$ cat src/rtl/enc8to3_arbiter_pkg.sv
// Shared definitions for the 8-to-3 round-robin arbiter: state encoding and the
// index-to-one-hot table that follows the 3-to-8 decoder's bit order.
package enc8to3_arbiter_pkg;

  typedef enum logic {
    ST_IDLE  = 1'b0,
    ST_GRANT = 1'b1
  } state_e;

  // Index i selects vector bit (7-i), so index 0 maps to 8'h80.
  localparam logic [7:0][7:0] IDX2OH = {
    8'h01, 8'h02, 8'h04, 8'h08, 8'h10, 8'h20, 8'h40, 8'h80
  };

endpackage

$ cat src/rtl/enc8to3_arbiter_if.sv
// Request/grant bundle between requesters (master) and the arbiter (slave).
interface enc8to3_arbiter_if;
  logic [7:0] req;
  logic       done;
  logic       valid;
  logic [2:0] grant;
  logic [7:0] grant_oh;
  logic       expired;

  modport master (output req, done, input valid, grant, grant_oh, expired);
  modport slave  (input req, done, output valid, grant, grant_oh, expired);
endinterface

$ cat src/rtl/dec3to8.sv
// 3-to-8 register-enable decoder; output bit (7-a_i) is set when en_i is high.
module dec3to8
  import enc8to3_arbiter_pkg::*;
(
  input  logic       en_i,
  input  logic [2:0] a_i,
  output logic [7:0] y_o
);
  assign y_o = en_i ? IDX2OH[a_i] : 8'h00;
endmodule

$ cat src/rtl/enc8to3_arbiter_rr_pick8.sv
// Rotate-and-priority-encode: first index i with req_i[7-i] set, searching from
// ptr_i upward with wrap from 7 to 0.
module rr_pick8 (
  input  logic [7:0] req_i,
  input  logic [2:0] ptr_i,
  output logic [2:0] index_o,
  output logic       any_o
);
  logic [2:0] cand;

  // NOTE: every output gets a default before the loop so no latch is inferred.
  always_comb begin
    index_o = ptr_i;
    any_o   = 1'b0;
    cand    = 3'd0;
    // Walk from the farthest candidate back to ptr_i so the nearest one wins.
    for (int k = 7; k >= 0; k--) begin
      cand = ptr_i + 3'(k);
      if (req_i[~cand]) begin
        index_o = cand;
        any_o   = 1'b1;
      end
    end
  end
endmodule

$ cat src/rtl/enc8to3_arbiter.sv
// Round-robin 8-requester arbiter with done/drop release and hold timeout;
// outputs a registered grant index, its one-hot form and an expiry pulse.
module enc8to3_arbiter
  import enc8to3_arbiter_pkg::*;
#(
  parameter int MAX_HOLD = 16
) (
  input  logic                clk_i,
  input  logic                rst_i,
  enc8to3_arbiter_if.slave    bus_io
);

  if (MAX_HOLD < 0 || MAX_HOLD > 255) begin : g_bad_max_hold
    $error("enc8to3_arbiter: MAX_HOLD must lie in 0..255");
  end

  localparam logic [7:0] MAX_HOLD_C = 8'(MAX_HOLD);

  state_e     state_q, state_d;
  logic       valid_q, valid_d;
  logic [2:0] grant_q, grant_d;
  logic [2:0] ptr_q, ptr_d;
  logic [7:0] cnt_q, cnt_d;
  logic       expired_q, expired_d;
  logic [7:0] grant_oh_q, grant_oh_d;

  logic [2:0] pick_idx;
  logic       pick_any;
  logic       release_req;
  logic       timeout;

  rr_pick8 u_pick (
    .req_i   (bus_io.req),
    .ptr_i   (ptr_q),
    .index_o (pick_idx),
    .any_o   (pick_any)
  );

  // Owner i listens on req[7-i], and 7-i equals ~i for a 3-bit index.
  assign release_req = bus_io.done || !bus_io.req[~grant_q];
  assign timeout     = (MAX_HOLD_C != 8'd0) && (cnt_q == MAX_HOLD_C);

  always_comb begin
    state_d   = state_q;
    valid_d   = valid_q;
    grant_d   = grant_q;
    ptr_d     = ptr_q;
    cnt_d     = cnt_q;
    expired_d = 1'b0;
    unique case (state_q)
      ST_IDLE: begin
        valid_d = 1'b0;
        if (pick_any) begin
          state_d = ST_GRANT;
          valid_d = 1'b1;
          grant_d = pick_idx;
          cnt_d   = 8'd1;
        end
      end
      ST_GRANT: begin
        if (release_req) begin
          state_d = ST_IDLE;
          valid_d = 1'b0;
          ptr_d   = grant_q + 3'd1;
        end else if (timeout) begin
          state_d   = ST_IDLE;
          valid_d   = 1'b0;
          expired_d = 1'b1;
          ptr_d     = grant_q + 3'd1;
        end else if (cnt_q != 8'hFF) begin
          cnt_d = cnt_q + 8'd1;
        end
      end
      default: state_d = ST_IDLE;
    endcase
  end

  dec3to8 u_dec (
    .en_i (valid_d),
    .a_i  (grant_d),
    .y_o  (grant_oh_d)
  );

  // NOTE: state registers use non-blocking assignments so every flop samples pre-edge values.
  always_ff @(posedge clk_i) begin
    if (rst_i) begin
      state_q    <= ST_IDLE;
      valid_q    <= 1'b0;
      grant_q    <= 3'd0;
      ptr_q      <= 3'd0;
      cnt_q      <= 8'd0;
      expired_q  <= 1'b0;
      grant_oh_q <= 8'h00;
    end else begin
      state_q    <= state_d;
      valid_q    <= valid_d;
      grant_q    <= grant_d;
      ptr_q      <= ptr_d;
      cnt_q      <= cnt_d;
      expired_q  <= expired_d;
      grant_oh_q <= grant_oh_d;
    end
  end

  assign bus_io.valid    = valid_q;
  assign bus_io.grant    = grant_q;
  assign bus_io.grant_oh = grant_oh_q;
  assign bus_io.expired  = expired_q;

endmodule

$ cat src/flat_wrapper.sv
// flat-port wrapper written by rule: the top's interface ports become plain ports
module enc8to3_arbiter_flat import enc8to3_arbiter_pkg::*;
#(
  parameter int MAX_HOLD = 16
)
  (clk_i, rst_i, bus_io_req, bus_io_done, bus_io_valid, bus_io_grant, bus_io_grant_oh, bus_io_expired);
  enc8to3_arbiter_if bus_io_i ();
  input  logic clk_i;
  input  logic rst_i;
  input wire logic [$bits(bus_io_i.req)-1:0] bus_io_req;
  input wire logic [$bits(bus_io_i.done)-1:0] bus_io_done;
  output wire logic [$bits(bus_io_i.valid)-1:0] bus_io_valid;
  output wire logic [$bits(bus_io_i.grant)-1:0] bus_io_grant;
  output wire logic [$bits(bus_io_i.grant_oh)-1:0] bus_io_grant_oh;
  output wire logic [$bits(bus_io_i.expired)-1:0] bus_io_expired;
  assign bus_io_i.req = bus_io_req;
  assign bus_io_i.done = bus_io_done;
  assign bus_io_valid = bus_io_i.valid;
  assign bus_io_grant = bus_io_i.grant;
  assign bus_io_grant_oh = bus_io_i.grant_oh;
  assign bus_io_expired = bus_io_i.expired;
  enc8to3_arbiter #(.MAX_HOLD(MAX_HOLD)) u_core (.clk_i(clk_i), .rst_i(rst_i), .bus_io(bus_io_i));
endmodule
$ cat config.mk
export PLATFORM = sky130hd
export DESIGN_NAME = enc8to3_arbiter_flat
export DESIGN_NICKNAME = d
export VERILOG_FILES = /design/src/rtl/enc8to3_arbiter_pkg.sv /design/src/rtl/enc8to3_arbiter_if.sv /design/src/rtl/dec3to8.sv /design/src/rtl/enc8to3_arbiter_rr_pick8.sv /design/src/rtl/enc8to3_arbiter.sv /design/src/flat_wrapper.sv
export SDC_FILE = /design/constraint.sdc
export NUM_CORES = 1
export LEC_CHECK = 0
export ABC_AREA = 1
export CORE_ASPECT_RATIO = 1.4
export CORE_MARGIN = 2
export CORE_UTILIZATION = 45
export DETAILED_ROUTE_END_ITERATION = 8
export PLACE_DENSITY = 0.74
export SYNTH_ARGS = -nofsm -noshare
export SYNTH_HDL_FRONTEND = slang
export SYNTH_SLANG_ARGS = --single-unit
$ cat constraint.sdc
create_clock -name clk_i -period 7.55 [get_ports clk_i]
set_input_delay 1.51 -clock clk_i [delete_from_list [all_inputs] [get_ports clk_i]]
set_output_delay 1.51 -clock clk_i [all_outputs]
set_load 0.01 [all_outputs]
* Word level (Yosys, flattened, before mapping)
Memories as Yosys holds them, arrays and structs flattened. A register that Yosys moved wholly into a read port is not among the register bits. Index checks and enable logic that the tools add are counted. Widths: inputs -> output; s select.
Operators by class: eq/ne operators 6, reduce and logical (&&, ||, !) cells 7, magnitude comparators 9, mux-type cells 51, bitwise logic cells 11, add/sub/neg operators 9
Operator list (count):
- $lt 3x4->1 const B | 9
- $mux 3 | 12
- $mux 8 | 4
- $bmux 1 s3 | 9
- $not 3->3 | 9
- $mux 1 | 23
- $pmux 8 s2 | 1
- $add 3x3->3 const B | 4
- $add 8x1->8 const B | 1
- $eq 8x5->1 const B | 1
- $ne 8x8->1 const B | 1
- $add 3x1->3 const B | 2
- $add 3x2->3 const B | 2
- $ne 2x2->1 const B | 3
- $pmux 1 s2 | 2
- $reduce_and 4->1 | 1
- $reduce_or 3->1 | 1
- $ne 2x1->1 const B | 1
- $not 1->1 | 2
- $reduce_and 2->1 | 1
- $reduce_bool 2->1 | 1
- $reduce_or 2->1 | 1
- $logic_not 1->1 | 1
- $logic_or 1x1->1 | 1
Word-level totals: output and inout port bits 13, bits in read-only memories 64, memories 1, register bits after elaboration 17, bits of input ports 11
Memory list:
- (no name shown) | words 8, bits a word 8, rd ports 1, clocked after memory_dff 1, wr ports 0, RTL line dec3to8.sv:9 | assign y_o = en_i ? IDX2OH[a_i] : 8'h00;

* Logic depth before layout (Yosys ltp)
Gate-level depths: netlist (run 1).
depth after elaboration 16, gate-level depth with buffers 21, gate-level depth less buffers 19

* Modules after synthesis
A second synthesis (run 1) with hierarchy kept.
Unflattened totals: cells, all modules 330, area total of the unflattened synthesis 2034.5 sq um
By module, submodules not included:
- enc8to3_arbiter | cells each 187, area an instance 1305.0 sq um, times used 1, seq. area each 500.5 sq um
- rr_pick8 | cells each 126, area an instance 665.6 sq um, times used 1, seq. area each 0.0 sq um
- dec3to8 | cells each 17, area an instance 63.8 sq um, times used 1, seq. area each 0.0 sq um

* Least setup slack after synthesis (run 1)
OpenSTA, ideal clock, no wires.
path type input to register, start input port bus_io_req[0], end register u_core.cnt_q[7], path slack 4698 ps, required time 7432 ps, cell stages on the path 15, data arrival time 2734 ps, library setup time 118 ps, cell sequence nand2_1 nand3_1 and2_4 nand2_1 nand2_2 inv_2 nand4_2 nor2_4 nand2_2 nand2_4 nor2_4 nand2_1 o21ai_1 nand2_1 nor2_1
On the way: cells in the longest elaborated chain, start to end 12, elaborated cells on any way between the ends 31
Ends and longest elaborated chain:
- from (decl) | RTL line flat_wrapper.sv:10 | input wire logic [$bits(bus_io_i.req)-1:0] bus_io_req;
- $bmux 1 s3 | RTL line enc8to3_arbiter_rr_pick8.sv:19 | if (req_i[~cand]) begin
- $mux 1 (not written as such) | RTL line enc8to3_arbiter_rr_pick8.sv:19
- $mux 1 (8 in a row) | RTL line enc8to3_arbiter_rr_pick8.sv:19
- $ne 2x1->1 (no source line)
- $reduce_and 4->1 (no source line) (*)
- to (signal assigned) | RTL line enc8to3_arbiter.sv:99 | cnt_q <= cnt_d;
- to (decl) | RTL line enc8to3_arbiter.sv:23 | logic [7:0] cnt_q, cnt_d;
Every way passes the cells marked *; elsewhere a longest branch is shown, timed or not. The select of a mux whose other input is x is not followed. A chain may end at the register's enable or synchronous reset.

* Worst setup path in the final report (run 1)
start input port bus_io_req[7], end register u_core.cnt_q[6]
Same word-level chain as after synthesis.

==> run summary, run 1 <==
Unique masters post-synth - 31
Ratio of cells with drive above 1 in the final layout - 17.3%
Areal power density over the cells - 400 mW/mm^2
Total via count in the routed design - 1856
Final Critical Period - 3340 ps
Vias in the first global route - 1803
Tot GR Track Use - 21.3%
Actual slew at the worst max-slew pin - 507 ps
CTS root buffer - sky130_fd_sc_hd__clkbuf_8
First-pass GRT wire length - 7730 um
Count of cells resized by post-cts repair - 0
Required time at the endpoint of the critical path - 7730 ps
Residual antenna-violating net count after detailed routing - 0
Overall overflow remaining after global route - 0
Die X-Extent - 58.0 um
Clock sinks - 25
Detail-routed net length per standard cell - 13.6 um
Worst Hold Class - reg -> reg
Mapped Avg Cell Area - 6.75 um^2
Crit end category - flop
Headroom to the max-slew limit - 66.2%
Cell count after synthesis - 272
Setup crit start kind - primary input
Die ar. - 0.00462 mm^2
Boundary Pins - 24
Placeable core region - 0.00392 mm^2
Total nets after synthesis - 288
Non-filler instance count after layout - 338
Final Setup Violations - 0
Number of remaining DRC errors - 0
#FFs+latches synth - 25
Slowest CP cell - sky130_fd_sc_hd__clkdlybuf4s50_1
Leakage power - 0.905 nW
Worst skew pair latency - 270 ps
Delay of the slowest critical-path stage - 510 ps
Path type of the worst setup path - in -> reg
Post-Route Setup TNS - 0 ps
CTS buffer count - 3
Number of vias per cell after detailed routing - 5.49
Worst IR drop on VDD - 0.000224 V
Number of antenna violations at the first check in global routing - 0
HPWL after DPL - 3700 um
Status - complete, no violations
Row count - 27
Hold Path Cell Cnt - 2
Area post-placement - 0.00208 mm^2
Cells after DPL - 334
Iteration-0 DRC Markers - 56
Count of max-cap constraint violations - 0
Number of hold-repair buffers added at the cts stage - 0
Data arrival time of the critical path - 3520 ps
End-of-flow core utilization - 54.2%
DR pass1 iterations - 4
Yosys warning total - 0
Most common cell on crit path - sky130_fd_sc_hd__nor2_1
Sequential share of the synthesized area - 27.2%
Setup repair after global routing missed its margin - no
Largest net degree at the start of global routing - 16
Clock transition time at the flip-flop clock pins of the worst setup and hold paths - 90 ps
Area growth from synthesis to final layout - 15.7%
Total number of nets in the final design - 312
Fmax - 0.299 GHz
Total Wirelength - 4600 um
Total standard cell area after synthesis - 0.00184 mm^2
Share of the clock period used by the worst path after layout - 44.2%
H-tree level count - 1
Total of buffers placed on input and output ports - 23
Largest buffer count on any clock path - 2
Reg2reg path depth - 13
Max Transition Viols Final - 0
Die span in y - 79.6 um
Total setup buffers inserted after CTS - 0
Hold Fails Final Rpt - 0
Post-Layout Inst Area - 0.00212 mm^2
Initial core utilization - 46.9%
Weighted congestion at the end of routability-driven global placement - 0.989
Antenna cells - 0
List of cells traversed by the critical path - clkdlybuf4s50_1 -> nor2_1 -> nor2_1 -> o21ai_0 -> o211ai_1 -> nand3b_1 -> nor2_1 -> nor2_1 -> nor2_1 -> nand2_4 -> nor3_4 -> nand3_1 -> nand2_1 -> nor2_1
Worst Skew - 5.97 ps
CTS tree - done
Maximum fanout count along the critical path - 7
area by class of cell:
class	instances	area, um^2
clock inverters	1	7.51
inverters	34	133
flip-flops and latches	25	500
well taps	43	53.8
fillers	408	1790
multi-input cells	209	1160
clock buffers	3	41.3
repair buffers	23	230
metrics by stage:
| stage | setup slack (ps) | total power (W) | hold WS (ps) |
|---|---|---|---|
| final | 4210 | 0.000851 | 503 |
| after global routing | 4030 | 0.000929 | 535 |
| after CTS | 4180 | 0.000848 | 504 |
| after detailed placement | 3900 | 0.000766 | 492 |
| after global placement | 3910 | 0.000763 | 489 |
| after floorplan | 4700 | 0.000634 | 455 |
placed cells by master (no fill, tap or decap), drive strengths merged:
cell and instances:
dfxtp 25, inv 34, and2 2, clkbuf 3
nand3b 1, a21oi 19, ha 5, clkdlybuf4s50 23
xor2 1, nor4 2, clkinvlp 1, nand2 75
nor2 34, nor3 3, xnor2 2, o21ai 10
o211ai 2, nand3 50, nor3b 1, nand4 2
metal layers:
layer / global-route usage (%) / wire length (um) / vias up
met5: 0 / 0 / -
met2: 41.4 / 2450 / 57
met1: 21.5 / 1810 / 846
li1: - / - / 932
met3: 1.94 / 165 / 21
met4: 11.2 / 175 / 0
where the power goes:
| group | internal, W | switching [W] |
|---|---|---|
| Sequential | 0.000159 | 0.0000447 |
| Combinational | 0.000207 | 0.000359 |
| Clock | 0.0000375 | 0.0000435 |
| Total | 0.000404 | 0.000447 |
flip-flops by register name, indices dropped and copies added, names as in the netlist:
register                count
u_core.bus_io.valid         1
u_core.cnt_q                8
u_core.bus_io.grant         3
u_core.bus_io.expired       1
u_core.bus_io.grant_oh      8
u_core.ptr_q                3
u_core.state_q              1
worst paths after layout:
| kind | startpoint | end | slack (ps) |
|---|---|---|---|
| setup reg to reg | u_core.ptr_q[0] | u_core.cnt_q[2] | 4460 |
| hold / removal | u_core.cnt_q[5] | u_core.cnt_q[5] | 500 |
| hold reg to reg | u_core.cnt_q[5] | u_core.cnt_q[5] | 500 |
| setup / recovery | bus_io_req[7] | u_core.cnt_q[6] | 4210 |
cell usage after synthesis, drive strengths merged:
cell type	instances	area (um^2)
inv	34	133
nand2	75	327
o21ai	10	50.0
xor2	1	16.3
nand4	2	18.8
dfxtp	25	500
nor3b	1	12.5
o211ai	2	15.0
nand3	50	285
nor4	2	12.5
buf	4	45.0
xnor2	2	25.0
nor3	3	26.3
ha	5	62.6
nor2	34	176
and2	2	17.5
a21oi	19	106
nand3b	1	7.51
worst max-delay path, delay by kind of cell:
kind	cells	cell delay [ps]
buffers and inverters	1	510
AND/OR/NAND/NOR	11	1280
AO/OA/AOI/OAI	2	210
kinds of logic (layout without fill, tap and decap cells):
group / after synthesis / in the layout / share of synthesized area, %
flip-flops: 25 / 25 / 27.2
AND/OR/NAND/NOR: 170 / 170 / 48.1
adder cells (fa/ha/maj): 5 / 5 / 3.41
buffers and inverters: 38 / 61 / 9.67
XOR/XNOR: 3 / 3 / 2.25
AO/OA/AOI/OAI: 31 / 31 / 9.33
(Power assumes the default switching activity.)
==> run 2, diff against run 1 <==
==> constraint.sdc (replaced) <==
create_clock -name clk_i -period 3.16 [get_ports clk_i]
set_input_delay 0.632 -clock clk_i [delete_from_list [all_inputs] [get_ports clk_i]]
set_output_delay 0.632 -clock clk_i [all_outputs]
set_load 0.01 [all_outputs]
==> run 2 against run 1 <==
Effect of this change: register-to-register slack worse by 3900 ps; die area unchanged; flip-flop and latch count unchanged; utilization up 0.57 points; clock-buffer cell count unchanged; critical path type is now reg -> reg.
==> run summary, run 2 (same netlist as run 1, synthesis figures left out) <==
Count of max-cap constraint violations - 0
Largest net degree at the start of global routing - 16
Crit end category - flop
Worst IR drop on VDD - 0.000499 V
Antenna cells - 0
Leading cell types in the layout, fill and taps excluded - 59 x sky130_fd_sc_hd__nand2_1, 43 x sky130_fd_sc_hd__nand3_1, 28 x sky130_fd_sc_hd__inv_1
Area growth from synthesis to final layout - 16.9%
First-pass GRT wire length - 7360 um
Reg-to-reg slack, setup - 560 ps
Worst Skew - 5.58 ps
Iteration-0 DRC Markers - 49
Largest buffer count on any clock path - 2
Total via count in the routed design - 1786
CTS root buffer - sky130_fd_sc_hd__clkbuf_8
CTS tree - done
Number of remaining DRC errors - 0
Number of hold-repair buffers added at the cts stage - 0
Worst skew pair latency - 270 ps
Maximum fanout count along the critical path - 10
Origin of the worst min-delay path - u_core.cnt_q[5]
HPWL after DPL - 3570 um
Hold Fails Final Rpt - 0
Max Transition Viols Final - 0
Final Setup Violations - 0
Worst Hold Class - reg -> reg
Total of buffers placed on input and output ports - 23
H-tree level count - 1
CTS buffer count - 3
Status - complete, no violations
Path type of the worst setup path - reg -> reg
Count of cells resized by post-cts repair - 0
DP Worst Slack - 404 ps
Most common cell after layout, fill and taps aside - sky130_fd_sc_hd__nand2_1
Worst r2r src - u_core.ptr_q[0]
Final Critical Period - 2600 ps
Hold Path Cell Cnt - 2
Total Wirelength - 4300 um
Worst Setup Slack, final - 557 ps
Die span in y - 79.6 um
Ratio of cells with drive above 1 in the final layout - 18.1%
Detail-routed net length per standard cell - 12.6 um
Hold slack - 498 ps
Initial core utilization - 46.9%
Weighted congestion at the end of routability-driven global placement - 0.978
Total setup buffers inserted after CTS - 0
Headroom to the max-slew limit - 68.2%
Hold Crit Endpoint - u_core.cnt_q[5]
Required time at the endpoint of the critical path - 3370 ps
Tot GR Track Use - 20.2%
Die X-Extent - 58.0 um
Overall overflow remaining after global route - 0
Total number of nets in the final design - 315
Row count - 27
Actual slew at the worst max-slew pin - 476 ps
Critical register-to-register path endpoint - u_core.bus_io.grant_oh[3]
Die ar. - 0.00462 mm^2
Vias in the first global route - 1747
Leakage power - 0.920 nW
DR pass1 iterations - 4
Fmax - 0.384 GHz
Placeable core region - 0.00392 mm^2
Number of antenna violations at the first check in global routing - 0
Clock sinks - 25
Boundary Pins - 24
Areal power density over the cells - 944 mW/mm^2
Clock transition time at the flip-flop clock pins of the worst setup and hold paths - 90 ps
Share of the clock period used by the worst path after layout - 82.4%
Reg2reg path depth - 15
Data arrival time of the critical path - 2810 ps
Residual antenna-violating net count after detailed routing - 0
Setup crit start kind - flop
Post-Route Setup TNS - 0 ps
Setup repair after global routing missed its margin - no
Number of vias per cell after detailed routing - 5.24
run 2: cell count changes in the layout (fill, tap and decap cells not counted):
| cell | previous run | this run |
|---|---|---|
| sky130_fd_sc_hd__buf_4 | 0 | 3 |
run 2: how the worst max path moves through the flow:
| stage | to | from | slack [ps] | cells past startpoint |
|---|---|---|---|---|
| finish | u_core.bus_io.grant_oh[3] | u_core.ptr_q[0] | 560 | 15 |
| global route | u_core.bus_io.grant_oh[3] | u_core.ptr_q[0] | 370 | 15 |
| global placement | u_core.cnt_q[7] | bus_io_req[7] | 420 | 14 |
| CTS | u_core.bus_io.grant_oh[3] | u_core.ptr_q[0] | 580 | 15 |
| detailed placement | u_core.cnt_q[7] | bus_io_req[7] | 400 | 15 |
| floorplan | u_core.cnt_q[7] | u_core.ptr_q[1] | 780 | 19 |
run 2: metal layers:
layer	track usage, %	share of wire [%]	vias to the layer above
met4	12.1	3.0	0
met1	22.1	41	808
met3	1.30	2.6	14
li1	-	-	936
met2	37.2	54	28
met5	0	0	-
run 2: critical path, cell delays in order, from the launching register on:
cell and delay (ps):
sky130_fd_sc_hd__dfxtp_1 350, sky130_fd_sc_hd__inv_2 110, sky130_fd_sc_hd__ha_1 420, sky130_fd_sc_hd__inv_1 260
sky130_fd_sc_hd__nand3_1 140, sky130_fd_sc_hd__nand3_1 160, sky130_fd_sc_hd__nand2_1 120, sky130_fd_sc_hd__inv_1 110
sky130_fd_sc_hd__nand4_2 130, sky130_fd_sc_hd__nor2_4 180, sky130_fd_sc_hd__nor2_8 70, sky130_fd_sc_hd__nand2_1 80
sky130_fd_sc_hd__nor2_1 40, sky130_fd_sc_hd__nor2_2 150, sky130_fd_sc_hd__nand3_1 140, sky130_fd_sc_hd__nor2_1 110
run 2: metrics by stage:
stage               power (W)  cell area, um^2  cells  utilization, %
floorplan             0.00151             1840    272               -
finish                0.00203             2150    341            54.8
CTS                   0.00204             2150    341            54.8
global placement      0.00184             2100    337            53.5
global route          0.00223             2150    341            54.8
detailed placement    0.00184             2100    337            53.5
run 2: cell type report:
| class | instances | area [um^2] |
|---|---|---|
| Inverter | 34 | 133 |
| Clock inverter | 1 | 7.51 |
| Fill cell | 379 | 1770 |
| Clock buffer | 3 | 41.3 |
| Multi-Input combinational cell | 209 | 1160 |
| Sequential cell | 25 | 500 |
| Timing Repair Buffer | 26 | 253 |
| Tap cell | 43 | 53.8 |
run 2: report_power, final:
part	switching (W)	total (W)	internal, W
logic	0.000864	0.00138	0.000511
clock network	0.000101	0.000190	0.0000893
registers	0.0000805	0.000461	0.000381
==> run 3, diff against run 2 <==
==> constraint.sdc (replaced) <==
create_clock -name clk_i -period 2.7 [get_ports clk_i]
set_input_delay 0.54 -clock clk_i [delete_from_list [all_inputs] [get_ports clk_i]]
set_output_delay 0.54 -clock clk_i [all_outputs]
set_load 0.01 [all_outputs]
==> run 3 against run 2 <==
Effect of this change: clock power up 17%; register-to-register slack worse by 330 ps; worst hold slack worse by 7.6 ps; flip-flop and latch count unchanged; setup slack worse by 330 ps.
==> run summary, run 3 (same netlist as run 1, synthesis figures left out) <==
Status - complete, no violations
Die X-Extent - 58.0 um
Post-Route Setup TNS - 0 ps
Total number of nets in the final design - 316
Boundary Pins - 24
Total Wirelength - 4290 um
Number of vias per cell after detailed routing - 5.23
Final Setup Violations - 0
Number of remaining DRC errors - 0
Placeable core region - 0.00392 mm^2
Total of buffers placed on input and output ports - 23
Clock transition time at the flip-flop clock pins of the worst setup and hold paths - 80 ps
Total via count in the routed design - 1790
Fmax - 0.404 GHz
Register Area - 500 um^2
Worst Hold Class - reg -> reg
Actual slew at the worst max-slew pin - 467 ps
H-tree level count - 1
Worst Setup Slack, final - 225 ps
CTS tree - done
Leakage power - 0.929 nW
Iteration-0 DRC Markers - 82
Largest net degree at the start of global routing - 15
Hold Path Cell Cnt - 2
Areal power density over the cells - 1110 mW/mm^2
Filler cell count in the final layout - 397
Max Transition Viols Final - 0
Number of antenna violations at the first check in global routing - 0
Hold Fails Final Rpt - 0
Hold Crit Endpoint - u_core.cnt_q[1]
Area growth from synthesis to final layout - 17.2%
Footprint of the multi-input gates - 0.00116 mm^2
Clock sinks - 25
Worst skew pair latency - 280 ps
Leading cell types in the layout, fill and taps excluded - 59 x sky130_fd_sc_hd__nand2_1, 43 x sky130_fd_sc_hd__nand3_1, 28 x sky130_fd_sc_hd__inv_1
Die span in y - 79.6 um
Row count - 27
Worst r2r src - u_core.ptr_q[0]
Count of cells resized by post-cts repair - 0
Origin of the worst min-delay path - u_core.cnt_q[1]
Residual antenna-violating net count after detailed routing - 0
Weighted congestion at the end of routability-driven global placement - 0.945
Worst IR drop on VDD - 0.000713 V
Tot GR Track Use - 20.6%
HPWL after DPL - 3580 um
Setup repair after global routing missed its margin - no
Source of the critical timing path - u_core.ptr_q[0]
Ratio of cells with drive above 1 in the final layout - 18.4%
Data arrival time of the critical path - 2690 ps
Detail-routed net length per standard cell - 12.6 um
Share of the clock period used by the worst path after layout - 91.7%
Reg2reg path depth - 15
Number of hold-repair buffers added at the cts stage - 0
Worst Skew - 1.90 ps
Total power - 0.00239 W
Vias in the first global route - 1792
Overall overflow remaining after global route - 0
Initial core utilization - 46.9%
Critical register-to-register path endpoint - u_core.bus_io.grant_oh[3]
Largest buffer count on any clock path - 2
Reg-to-reg slack, setup - 220 ps
Required time at the endpoint of the critical path - 2920 ps
Count of max-cap constraint violations - 0
DP Worst Slack - 72.9 ps
Total setup buffers inserted after CTS - 0
Setup crit start kind - flop
Path type of the worst setup path - reg -> reg
Maximum fanout count along the critical path - 10
CTS root buffer - sky130_fd_sc_hd__clkbuf_8
CTS buffer count - 3
Final Critical Period - 2480 ps
First-pass GRT wire length - 7490 um
Headroom to the max-slew limit - 68.8%
Crit end category - flop
Most common cell after layout, fill and taps aside - sky130_fd_sc_hd__nand2_1
Antenna cells - 0
DR pass1 iterations - 4
Die ar. - 0.00462 mm^2
-- run 3: cell count changes in the layout (fill, tap and decap cells not counted) --
cell and delta:
sky130_fd_sc_hd__buf_4 +1, sky130_fd_sc_hd__clkinv_2 +1, sky130_fd_sc_hd__clkinvlp_4 -1
-- run 3: critical path, stage by stage, from the launching register on --
cell and delay (ps):
sky130_fd_sc_hd__dfxtp_1 350, sky130_fd_sc_hd__inv_2 100, sky130_fd_sc_hd__ha_1 320, sky130_fd_sc_hd__inv_1 230, sky130_fd_sc_hd__nand3_1 150, sky130_fd_sc_hd__nand3_1 160
sky130_fd_sc_hd__nand2_1 120, sky130_fd_sc_hd__inv_1 100, sky130_fd_sc_hd__nand4_2 130, sky130_fd_sc_hd__nor2_4 180, sky130_fd_sc_hd__nor2_8 70, sky130_fd_sc_hd__nand2_1 80
sky130_fd_sc_hd__nor2_1 50, sky130_fd_sc_hd__nor2_2 130, sky130_fd_sc_hd__nand3_1 120, sky130_fd_sc_hd__nor2_1 120
-- run 3: stage by stage --
| step | util (%) | cell area, um^2 | std cells | hold slack (ps) |
|---|---|---|---|---|
| 2_1_floorplan | - | 1840 | 272 | 455 |
| 3_3_place_gp | 53.7 | 2110 | 338 | 478 |
| 3_5_place_dp | 53.7 | 2110 | 338 | 481 |
| 4_1_cts | 54.9 | 2150 | 342 | 495 |
| 5_1_grt | 54.9 | 2150 | 342 | 518 |
| 6_report | 54.9 | 2150 | 342 | 490 |
-- run 3: worst max path at each step --
| stage | end | slack, ps | cells after the start |
|---|---|---|---|
| 2_1_floorplan | u_core.cnt_q[7] | 320 | 19 |
| 3_3_place_gp | u_core.cnt_q[4] | 80 | 14 |
| 3_5_place_dp | u_core.cnt_q[7] | 70 | 15 |
| 4_1_cts | u_core.cnt_q[7] | 240 | 16 |
| 5_1_grt | u_core.bus_io.grant_oh[3] | 3 | 17 |
| 6_report | u_core.bus_io.grant_oh[3] | 220 | 15 |
-- run 3: layer usage --
layer	GRT usage (%)	vias to the layer above	share of wire, %
met3	1.94	18	3.5
met2	38.8	35	53
li1	-	938	-
met1	21.7	799	40
met4	11.2	0	4.0
met5	0	-	0
-- run 3: layout make-up --
cell class	count	share of cell area (%)
clock buffer	3	1.92
clock inverter	1	0.233
inverter	34	6.16
multi-input combinational	209	53.8
sequential	25	23.3
tap	43	2.50
timing repair buffer	27	12.1
-- run 3: power breakdown --
part / total [W] / switching [W] / internal (W) / leakage [nW]
sequential: 0.000536 / 0.0000908 / 0.000446 / 0.204
combinational: 0.00163 / 0.00102 / 0.000606 / 0.699
clock: 0.000223 / 0.000119 / 0.000104 / 0.0255
total: 0.00239 / 0.00123 / 0.00116 / 0.929
